## config.mk

```make
export PLATFORM = sky130hd
export DESIGN_NAME = ssf_stream_host
export DESIGN_NICKNAME = d
export VERILOG_FILES = /design/src/rtl/ssf_pkg.sv /design/src/rtl/ssf_sync_fifo.sv /design/src/rtl/ssf_stream_host.sv
export SDC_FILE = /design/constraint.sdc
export NUM_CORES = 1
export LEC_CHECK = 0
export ABC_AREA = 0
export BUFFER_PORTS_ARGS = -buffer_cell sky130_fd_sc_hd__buf_2
export CAP_MARGIN = 15
export CORE_ASPECT_RATIO = 1.2
export CORE_MARGIN = 10
export CORE_UTILIZATION = 55
export CTS_CLUSTER_DIAMETER = 40
export DETAILED_ROUTE_END_ITERATION = 8
export PLACE_DENSITY = 0.75
export SLEW_MARGIN = 20
export SYNTH_ARGS = -nofsm -noshare
export SYNTH_HDL_FRONTEND = slang
export SYNTH_SLANG_ARGS = --single-unit
```

## constraint.sdc

```tcl
create_clock -name clk -period 4.9 [get_ports clk]
set_input_delay 1.47 -clock clk [delete_from_list [all_inputs] [get_ports clk]]
set_output_delay 1.47 -clock clk [all_outputs]
set_load 0.005 [all_outputs]
```

## src/rtl/ssf_pkg.sv

```systemverilog
// ssf_pkg: shared definitions for the ssf host-side stream logic.
//   - DW_DEFAULT : default sample/result width
//   - REQ_DATA   : req_in code asking for a fresh sample
//   - OE_VALID   : out_en code flagging a valid io_out word
//   - state_t    : host FSM encoding (IDLE=0, RUN=1, STARVED=2)
//   - sat_inc    : saturating increment for counters up to 32 bits wide
package ssf_pkg;

    localparam int DW_DEFAULT = 32;

    localparam logic [1:0] REQ_DATA = 2'd1;
    localparam logic [1:0] OE_VALID = 2'd1;

    typedef enum logic [1:0] {
        ST_IDLE    = 2'd0,
        ST_RUN     = 2'd1,
        ST_STARVED = 2'd2
    } state_t;

    // Increments value unless it already equals the all-ones pattern of a
    // width-bit counter. Callers zero-extend into 32 bits and truncate back.
    function automatic logic [31:0] sat_inc(input logic [31:0] value, input int width);
        logic [31:0] max_val;
        if (width >= 32) max_val = '1;
        else             max_val = (32'd1 << width) - 32'd1;
        return (value >= max_val) ? value : value + 32'd1;
    endfunction

endpackage

```

## src/rtl/ssf_sync_fifo.sv

```systemverilog
// ssf_sync_fifo: single-clock FIFO with synchronous active-high reset.
//   clk, rst          : clock, synchronous reset (flushes pointers)
//   wr_en, wr_data    : write request and data (ignored when full unless
//                       a read happens on the same edge)
//   rd_en             : read request (ignored when empty)
//   rd_data           : FWFT=1 -> combinational head, 0 while empty
//                       FWFT=0 -> registered; loads the head on a read and
//                                 holds it otherwise, resets to 0
//   full, empty       : occupancy flags
module ssf_sync_fifo #(
    parameter int W     = 32,
    parameter int DEPTH = 16,
    parameter bit FWFT  = 1'b0
) (
    input  logic         clk,
    input  logic         rst,
    input  logic         wr_en,
    input  logic [W-1:0] wr_data,
    input  logic         rd_en,
    output logic [W-1:0] rd_data,
    output logic         full,
    output logic         empty
);

    localparam int AW = $clog2(DEPTH);

    logic [W-1:0] mem [DEPTH];
    logic [AW:0]  wr_ptr;
    logic [AW:0]  rd_ptr;
    logic         do_rd;
    logic         do_wr;

    // Extra pointer bit distinguishes full from empty when the indices match.
    assign empty = (wr_ptr == rd_ptr);
    assign full  = (wr_ptr[AW] != rd_ptr[AW]) && (wr_ptr[AW-1:0] == rd_ptr[AW-1:0]);

    assign do_rd = rd_en && !empty;
    // A full FIFO still accepts a write when a read frees a slot on the same edge.
    assign do_wr = wr_en && (!full || do_rd);

    always_ff @(posedge clk) begin
        if (rst) begin
            wr_ptr <= '0;
            rd_ptr <= '0;
        end else begin
            if (do_wr) wr_ptr <= wr_ptr + 1'b1;
            if (do_rd) rd_ptr <= rd_ptr + 1'b1;
        end
    end

    // NOTE: storage is deliberately not reset; the pointers alone define
    // which entries are meaningful, so clearing the array buys nothing.
    always_ff @(posedge clk) begin
        if (do_wr) mem[wr_ptr[AW-1:0]] <= wr_data;
    end

    generate
        if (FWFT) begin : g_fwft
            assign rd_data = empty ? '0 : mem[rd_ptr[AW-1:0]];
        end else begin : g_std
            logic [W-1:0] rd_q;
            always_ff @(posedge clk) begin
                if (rst)        rd_q <= '0;
                else if (do_rd) rd_q <= mem[rd_ptr[AW-1:0]];
            end
            assign rd_data = rd_q;
        end
    endgenerate

endmodule

```

## src/rtl/ssf_stream_host.sv

```systemverilog
// ssf_stream_host: host-side feeder/collector for the ssf core array.
//   clk, rst          : clock, synchronous active-high reset
//   en                : service enable (0 = array requests/outputs ignored)
//   smp_data/valid/ready : upstream sample stream into the input FIFO
//   io_in             : registered sample bus to the array (staging register)
//   req_in            : array request code (REQ_DATA = take a sample)
//   io_out, out_en    : array result word and its enable code (OE_VALID)
//   res_data/valid/ready : result stream out of the FWFT result FIFO
//   underflow_cnt     : requests that found no staged sample (saturating)
//   overflow_cnt      : results dropped on a full result FIFO (saturating)
//   proto_err         : sticky, reserved code seen on req_in/out_en while en
//   state             : FSM state (IDLE=0, RUN=1, STARVED=2)
module ssf_stream_host
    import ssf_pkg::*;
#(
    parameter int DW        = DW_DEFAULT,
    parameter int IN_DEPTH  = 16,
    parameter int OUT_DEPTH = 16,
    parameter int CNT_W     = 16
) (
    input  logic             clk,
    input  logic             rst,
    input  logic             en,
    input  logic [DW-1:0]    smp_data,
    input  logic             smp_valid,
    output logic             smp_ready,
    output logic [DW-1:0]    io_in,
    input  logic [1:0]       req_in,
    input  logic [DW-1:0]    io_out,
    input  logic [1:0]       out_en,
    output logic [DW-1:0]    res_data,
    output logic             res_valid,
    input  logic             res_ready,
    output logic [CNT_W-1:0] underflow_cnt,
    output logic [CNT_W-1:0] overflow_cnt,
    output logic             proto_err,
    output logic [1:0]       state
);

    state_t st;
    logic   staged;
    logic   staged_nxt;
    logic   in_full;
    logic   in_empty;
    logic   in_pop;
    logic   res_full;
    logic   res_empty;
    logic   res_push;
    logic   res_pop;
    logic   req_hit;
    logic   oe_hit;
    logic   oe_drop;
    logic   proto_hit;

    assign req_hit   = en && (req_in == REQ_DATA);
    assign oe_hit    = en && (out_en == OE_VALID);
    assign proto_hit = en && ((req_in >= 2'd2) || (out_en >= 2'd2));

    // The staging register is the input FIFO's registered read port, so a
    // pop both refills io_in and frees a FIFO slot. Pop to fill an empty
    // stage, or to replace a staged sample the array is consuming now.
    assign in_pop = !in_empty && (!staged || req_hit);

    // NOTE: every always_comb output gets a default first so no path can
    // leave it unassigned and infer a latch.
    always_comb begin
        staged_nxt = staged;
        if (in_pop)       staged_nxt = 1'b1;
        else if (req_hit) staged_nxt = 1'b0;
    end

    assign smp_ready = !in_full;

    ssf_sync_fifo #(
        .W     (DW),
        .DEPTH (IN_DEPTH),
        .FWFT  (1'b0)
    ) u_in_fifo (
        .clk     (clk),
        .rst     (rst),
        .wr_en   (smp_valid && !in_full),
        .wr_data (smp_data),
        .rd_en   (in_pop),
        .rd_data (io_in),
        .full    (in_full),
        .empty   (in_empty)
    );

    // A full result FIFO only drops when the consumer is not popping.
    assign res_pop   = !res_empty && res_ready;
    assign oe_drop   = oe_hit && res_full && !res_ready;
    assign res_push  = oe_hit && !oe_drop;
    assign res_valid = !res_empty;

    ssf_sync_fifo #(
        .W     (DW),
        .DEPTH (OUT_DEPTH),
        .FWFT  (1'b1)
    ) u_res_fifo (
        .clk     (clk),
        .rst     (rst),
        .wr_en   (res_push),
        .wr_data (io_out),
        .rd_en   (res_pop),
        .rd_data (res_data),
        .full    (res_full),
        .empty   (res_empty)
    );

    // NOTE: sequential state uses non-blocking assignments only, so every
    // register samples pre-edge values regardless of statement order.
    always_ff @(posedge clk) begin
        if (rst) begin
            st            <= ST_IDLE;
            staged        <= 1'b0;
            underflow_cnt <= '0;
            overflow_cnt  <= '0;
            proto_err     <= 1'b0;
        end else begin
            staged <= staged_nxt;

            // State tracks the staged flag as it will be after this edge.
            if (!en)             st <= ST_IDLE;
            else if (staged_nxt) st <= ST_RUN;
            else                 st <= ST_STARVED;

            if (req_hit && !staged)
                underflow_cnt <= CNT_W'(sat_inc(32'(underflow_cnt), CNT_W));
            if (oe_drop)
                overflow_cnt <= CNT_W'(sat_inc(32'(overflow_cnt), CNT_W));
            if (proto_hit)
                proto_err <= 1'b1;
        end
    end

    assign state = st;

endmodule
```

* Word-level counts from Yosys, hierarchy flattened
Memories as Yosys holds them, arrays and structs flattened. A register that Yosys moved wholly into a read port is not among the register bits. Index checks and enable logic that the tools add are counted.
Storage, ports and cells: flip-flop bits (word level) 56, bits in writable memories 1024, input bits 73, output and inout port bits 101, word-level logic and storage cells 76, memories 2
Memory list:
- u_in_fifo.mem | depth 16, width 32, rd ports 1, clocked after memory_dff 1, wr ports 1, line ssf_sync_fifo.sv:27 | logic [W-1:0] mem [DEPTH];
- u_res_fifo.mem | depth 16, width 32, rd ports 1, clocked after memory_dff 1, wr ports 1, line ssf_sync_fifo.sv:27
Operators by class: add/sub/neg operators 6, order comparisons 4, equality and inequality tests 8, muxes and demuxes 14, bitwise gates (word level) 3, reduce and logical (&&, ||, !) cells 30
Operator list (number):
- $mux 32 | 5
- $ge 16x32->1 | 2
- $add 16x1->16 const B | 2
- $add 5x1->5 const B | 4
- $logic_and 1x1->1 | 16
- $eq 5x5->1 | 2
- $eq 4x4->1 | 2
- $mux 4 | 2
- $logic_not 1->1 | 7
- $mux 1 | 6
- $eq 2x1->1 const B | 2
- $ge 2x2->1 const B | 2
- $logic_or 1x1->1 | 4
- $reduce_and 2->1 | 2
- $not 1->1 | 3
- $mux 2 | 1
- $ne 1x1->1 | 2
- $reduce_or 2->1 | 1

* Longest topological paths before layout
depth after elaboration 9, depth in mapped cells 8, gate-level depth less buffers 6

* Cells and area by module
Synthesis repeated with hierarchy kept, for this count alone.
Second synthesis, totals: cell total of the unflattened synthesis 2176, area, all modules 42993.7 µm²
By module, submodules not included:
- ssf_sync_fifo at u_in_fifo | times used 1, cells an instance 1081, area an instance 21275.4 µm², sequential area each 16215.6 µm²
- ssf_sync_fifo at u_res_fifo | times used 1, cells an instance 873, area an instance 19867.8 µm², sequential area each 15655.0 µm²
- ssf_stream_host | times used 1, cells an instance 222, area an instance 1850.5 µm², sequential area each 720.7 µm²

* Least setup slack after synthesis
Ideal clock, no wire load.
path kind input -> register, start point in out_en[1], end point mem u_res_fifo.mem[1][0], enable pin, setup time 461 ps, data arrival time 4439 ps, data required time 4439 ps, path slack 0 ps, cell stages on the path 4, path buffers 0, cells stage by stage nand3b_1 a21oi_1 nand2_1 nor3_1
Between the ends: word-level cells in the longest chain between the ends 9
Ends and longest elaborated chain:
- start: declaration | line ssf_stream_host.sv:30 | input logic [1:0] out_en,
- $eq 2x1->1 (*) | line ssf_stream_host.sv:56 | assign oe_hit = en && (out_en == OE_VALID);
- $logic_and 1x1->1 (*) | line ssf_stream_host.sv:56
- $logic_and 1x1->1 (2 in a row) | line ssf_stream_host.sv:91 | assign oe_drop = oe_hit && res_full && !res_ready;
- $logic_not 1->1 | line ssf_stream_host.sv:92 | assign res_push = oe_hit && !oe_drop;
- $logic_and 1x1->1 (*) | line ssf_stream_host.sv:92
- $logic_and 1x1->1 (*) | line ssf_sync_fifo.sv:39 | assign do_wr = wr_en && (!full || do_rd);
- $mux 1 (*) | line ssf_sync_fifo.sv:54 | if (do_wr) mem[wr_ptr[AW-1:0]] <= wr_data;
- $mux 1 (not written as such) (*) | line ssf_sync_fifo.sv:54
- end: declaration | line ssf_sync_fifo.sv:27
Mark *: on every way between the ends. The rest lies on a longest branch, timed or not.

==> metrics.txt <==
via count of the first global-routing pass=22480; synthesized flop and latch total=1116; H-tree depth=3; first-pass GRT wire length=147.1 mm; syn_nets=2123; Top Metal Used=met5; Num CTS Buffers=117; post-synthesis sequential area ratio=76.50%; Root Buffer=clkbuf_16; Power Density=450.2 nW/µm²; most used cell, CP=mux4_2; Post-synth EDFFs=1024; clock tree buffer depth=3; cts hold-fix bufs=0; Mean Syn Cell Area=20.91 µm²; clk_lat worst skew=0.69 ns; total grt overflow=0; placed inst area=45180 µm²; Final Power=22.12 mW; outcome=finished, final reports clean; starting density of the core=55.57%; share of cells above drive strength 1=31.74%; WL met2=53.86 mm; drc violations=0; via/cell ratio=6.272; Post-Synthesis Cell Area=42600 µm²; CP max stage delay=0.69 ns; core area=76660 µm²; Min Hold Slack=0.4459 ns; Setup Fix Bufs, Post-CTS=0; Hold Crit Class=reg -> reg; Distinct cells, synth=48; FFs w/ async S/R, synth=0%; number of gates resized after CTS=0; Port-buffer cells=173; kind of critical path=reg -> out; peak supply drop=0.3599 mV; CP arrival=3.19 ns; crit path max-delay cell type=dfxtp_4; DP Wirelength=54.12 mm; cell count after synthesis=2038; Pins Over Slew Limit=0; # setup viols final=0; Static Leak=15.65 nW; Top Family by Delay on Critical Path=multiplexers; worst-margin pin slew=1.085 ns; crit-path cells=buf_12, mux4_2, mux4_2, and2_1, buf_2; DIE HEIGHT=324.9 µm; top_reg_cell synth=edfxtp_1; Die Area=89040 µm²; Final nets=2374; RSZ-0062 raised after global routing=no; CP required=3.43 ns; drt total wl=98.61 mm; DR pass1 iterations=5; fill cell count=4989; CP Capture Type=output port; YS warnings=0; Die Wd=274.1 µm; GPL Wtd Cong=0.7578; DR WL/cell=28.90 µm; FMAX=214.7 MHz; register clock-pin slew on the reported worst setup and hold paths=0.06 ns; CP max FO=43; CTS tree=built; CTS Sinks=1116; CP startpoint kind=register; Final Core Density=64.07%; met1 wire length=35.76 mm; row count=111; antenna violations before repair=15; final hold viol count=0; minimum clock period=4.659 ns; CP bufs+invs=2; max-cap viol count=0; DR vias=21400; Final Skew=0.04490 ns; Antenna Violating Nets Remaining=0; R2R Setup Slk=1.78 ns; Final Cell Area=49120 µm²; fin crit share=95.08%; 1st-iter DRT viols=2245; pin count of the biggest net entering global routing=109; WL met3=6.742 mm; relative slew slack=27.69%; Area Growth Syn to Fin=15.29%; num ports=174; All-Layer GR Usage=22.14%; setup TNS=0 ns
## placed cells by master, fill, tap and decap left out, types with 15 or more instances in the layout
| cell | count |
|---|---|
| edfxtp_1 | 1024 |
| mux4_2 | 288 |
| buf_2 | 172 |
| clkbuf_16 | 119 |
| nand2_1 | 115 |
| dfxtp_1 | 86 |
| a22oi_1 | 64 |
| a21oi_1 | 56 |
| buf_4 | 54 |
| nor2_1 | 42 |
| and2_1 | 34 |
| xnor2_1 | 23 |
| clkinv_1 | 22 |
| clkbuf_1 | 15 |
| clkinv_2 | 15 |
## where the power goes
group | leakage, nW | switching (mW) | internal (mW)
Combinational | 3.76 | 1.31 | 1.22
Sequential | 9.98 | 0.183 | 10.6
Clock | 1.91 | 3.75 | 5.07
Total | 15.6 | 5.24 | 16.9
## worst min-delay path, cell delays in order, from the launching register on
cell	delay [ns]
dfxtp_1	0.31
inv_1	0.05
a21oi_1	0.05
## synthesized netlist by cell type, types with 2 or more instances
cell type | instances | share of area [%]
o21a_1 | 2 | 0.035
mux2_1 | 2 | 0.053
and3_1 | 17 | 0.25
nand2_1 | 115 | 1.0
buf_2 | 30 | 0.35
nand3b_1 | 3 | 0.053
a211oi_1 | 2 | 0.035
buf_1 | 10 | 0.088
nand3_1 | 14 | 0.16
dfxtp_1 | 92 | 4.3
nand3_2 | 2 | 0.047
or3_1 | 13 | 0.19
a21oi_1 | 56 | 0.66
nor2b_1 | 9 | 0.13
o31ai_1 | 5 | 0.088
or4_1 | 5 | 0.088
ha_1 | 12 | 0.35
nor2_1 | 54 | 0.48
o21ai_0 | 7 | 0.082
edfxtp_1 | 1024 | 72
and4_1 | 3 | 0.062
nor4_1 | 3 | 0.044
nand2b_1 | 3 | 0.044
nor3_1 | 12 | 0.14
nand4_1 | 13 | 0.19
xnor2_1 | 23 | 0.47
and2_1 | 34 | 0.50
xor2_1 | 13 | 0.27
inv_1 | 13 | 0.11
o21ai_1 | 8 | 0.094
mux2i_1 | 4 | 0.094
a22oi_1 | 64 | 1.1
clkbuf_1 | 67 | 0.59
nor3b_1 | 2 | 0.035
o211ai_1 | 2 | 0.035
mux4_2 | 288 | 15
## state kept, by name, summed over array words and instances (netlist names), named ones only
name               flops
overflow_cnt          16
proto_err              1
staged                 1
state                  2
u_in_fifo.mem        512
u_in_fifo.rd_data     32
u_in_fifo.rd_ptr       5
u_in_fifo.wr_ptr       5
u_res_fifo.mem       512
u_res_fifo.rd_ptr      5
u_res_fifo.wr_ptr      5
underflow_cnt         16
## per-stage QoR
step,worst slack [ns],instances
after global routing,0.07049,3409
after CTS,0.1634,3408
final,0.2413,3412
after floorplan,0.0007381,2038
after detailed placement,0.9119,3187
after global placement,0.9594,3186
## cell type report
| cell class | instances | area [µm²] | area share [%] |
|---|---|---|---|
| Sequential cell | 1116 | 32610 | 66.39 |
| Tap cell | 1017 | 1272 | 2.591 |
| Clock inverter | 82 | 827.0 | 1.684 |
| Timing Repair Buffer | 239 | 1526 | 3.108 |
| Multi-Input combinational cell | 802 | 9723 | 19.79 |
| Clock buffer | 139 | 3103 | 6.317 |
| Antenna cell | 4 | 10.01 | 0.02038 |
| Inverter | 13 | 48.80 | 0.09934 |
## per-layer routing
layer	global-route usage [%]	vias up
met5	0	-
met1	27.42	11290
met4	6.417	16
met3	3.482	186
li1	-	8932
met2	39.60	978
## worst paths after layout
kind,startpoint,end,cells past startpoint
worst max-delay path,register,res_data[21],5
worst min-delay path,proto_err$_SDFFE_PP0P_,proto_err$_SDFFE_PP0P_,2
worst max register to register,u_res_fifo.wr_ptr[3]$_SDFFE_PP0P_,u_res_fifo.mem[2][8]$_DFFE_PP_,7
worst min register to register,proto_err$_SDFFE_PP0P_,proto_err$_SDFFE_PP0P_,2
## cell families after synthesis
family / share of synthesized area (%)
fa+ha+maj: 0.3524
simple gates: 3.647
compound gates: 2.247
flops: 76.50
mux: 15.37
xor+xnor: 0.7401
buf+inv: 1.145
No activity file was read; power rests on OpenSTA's default activity.
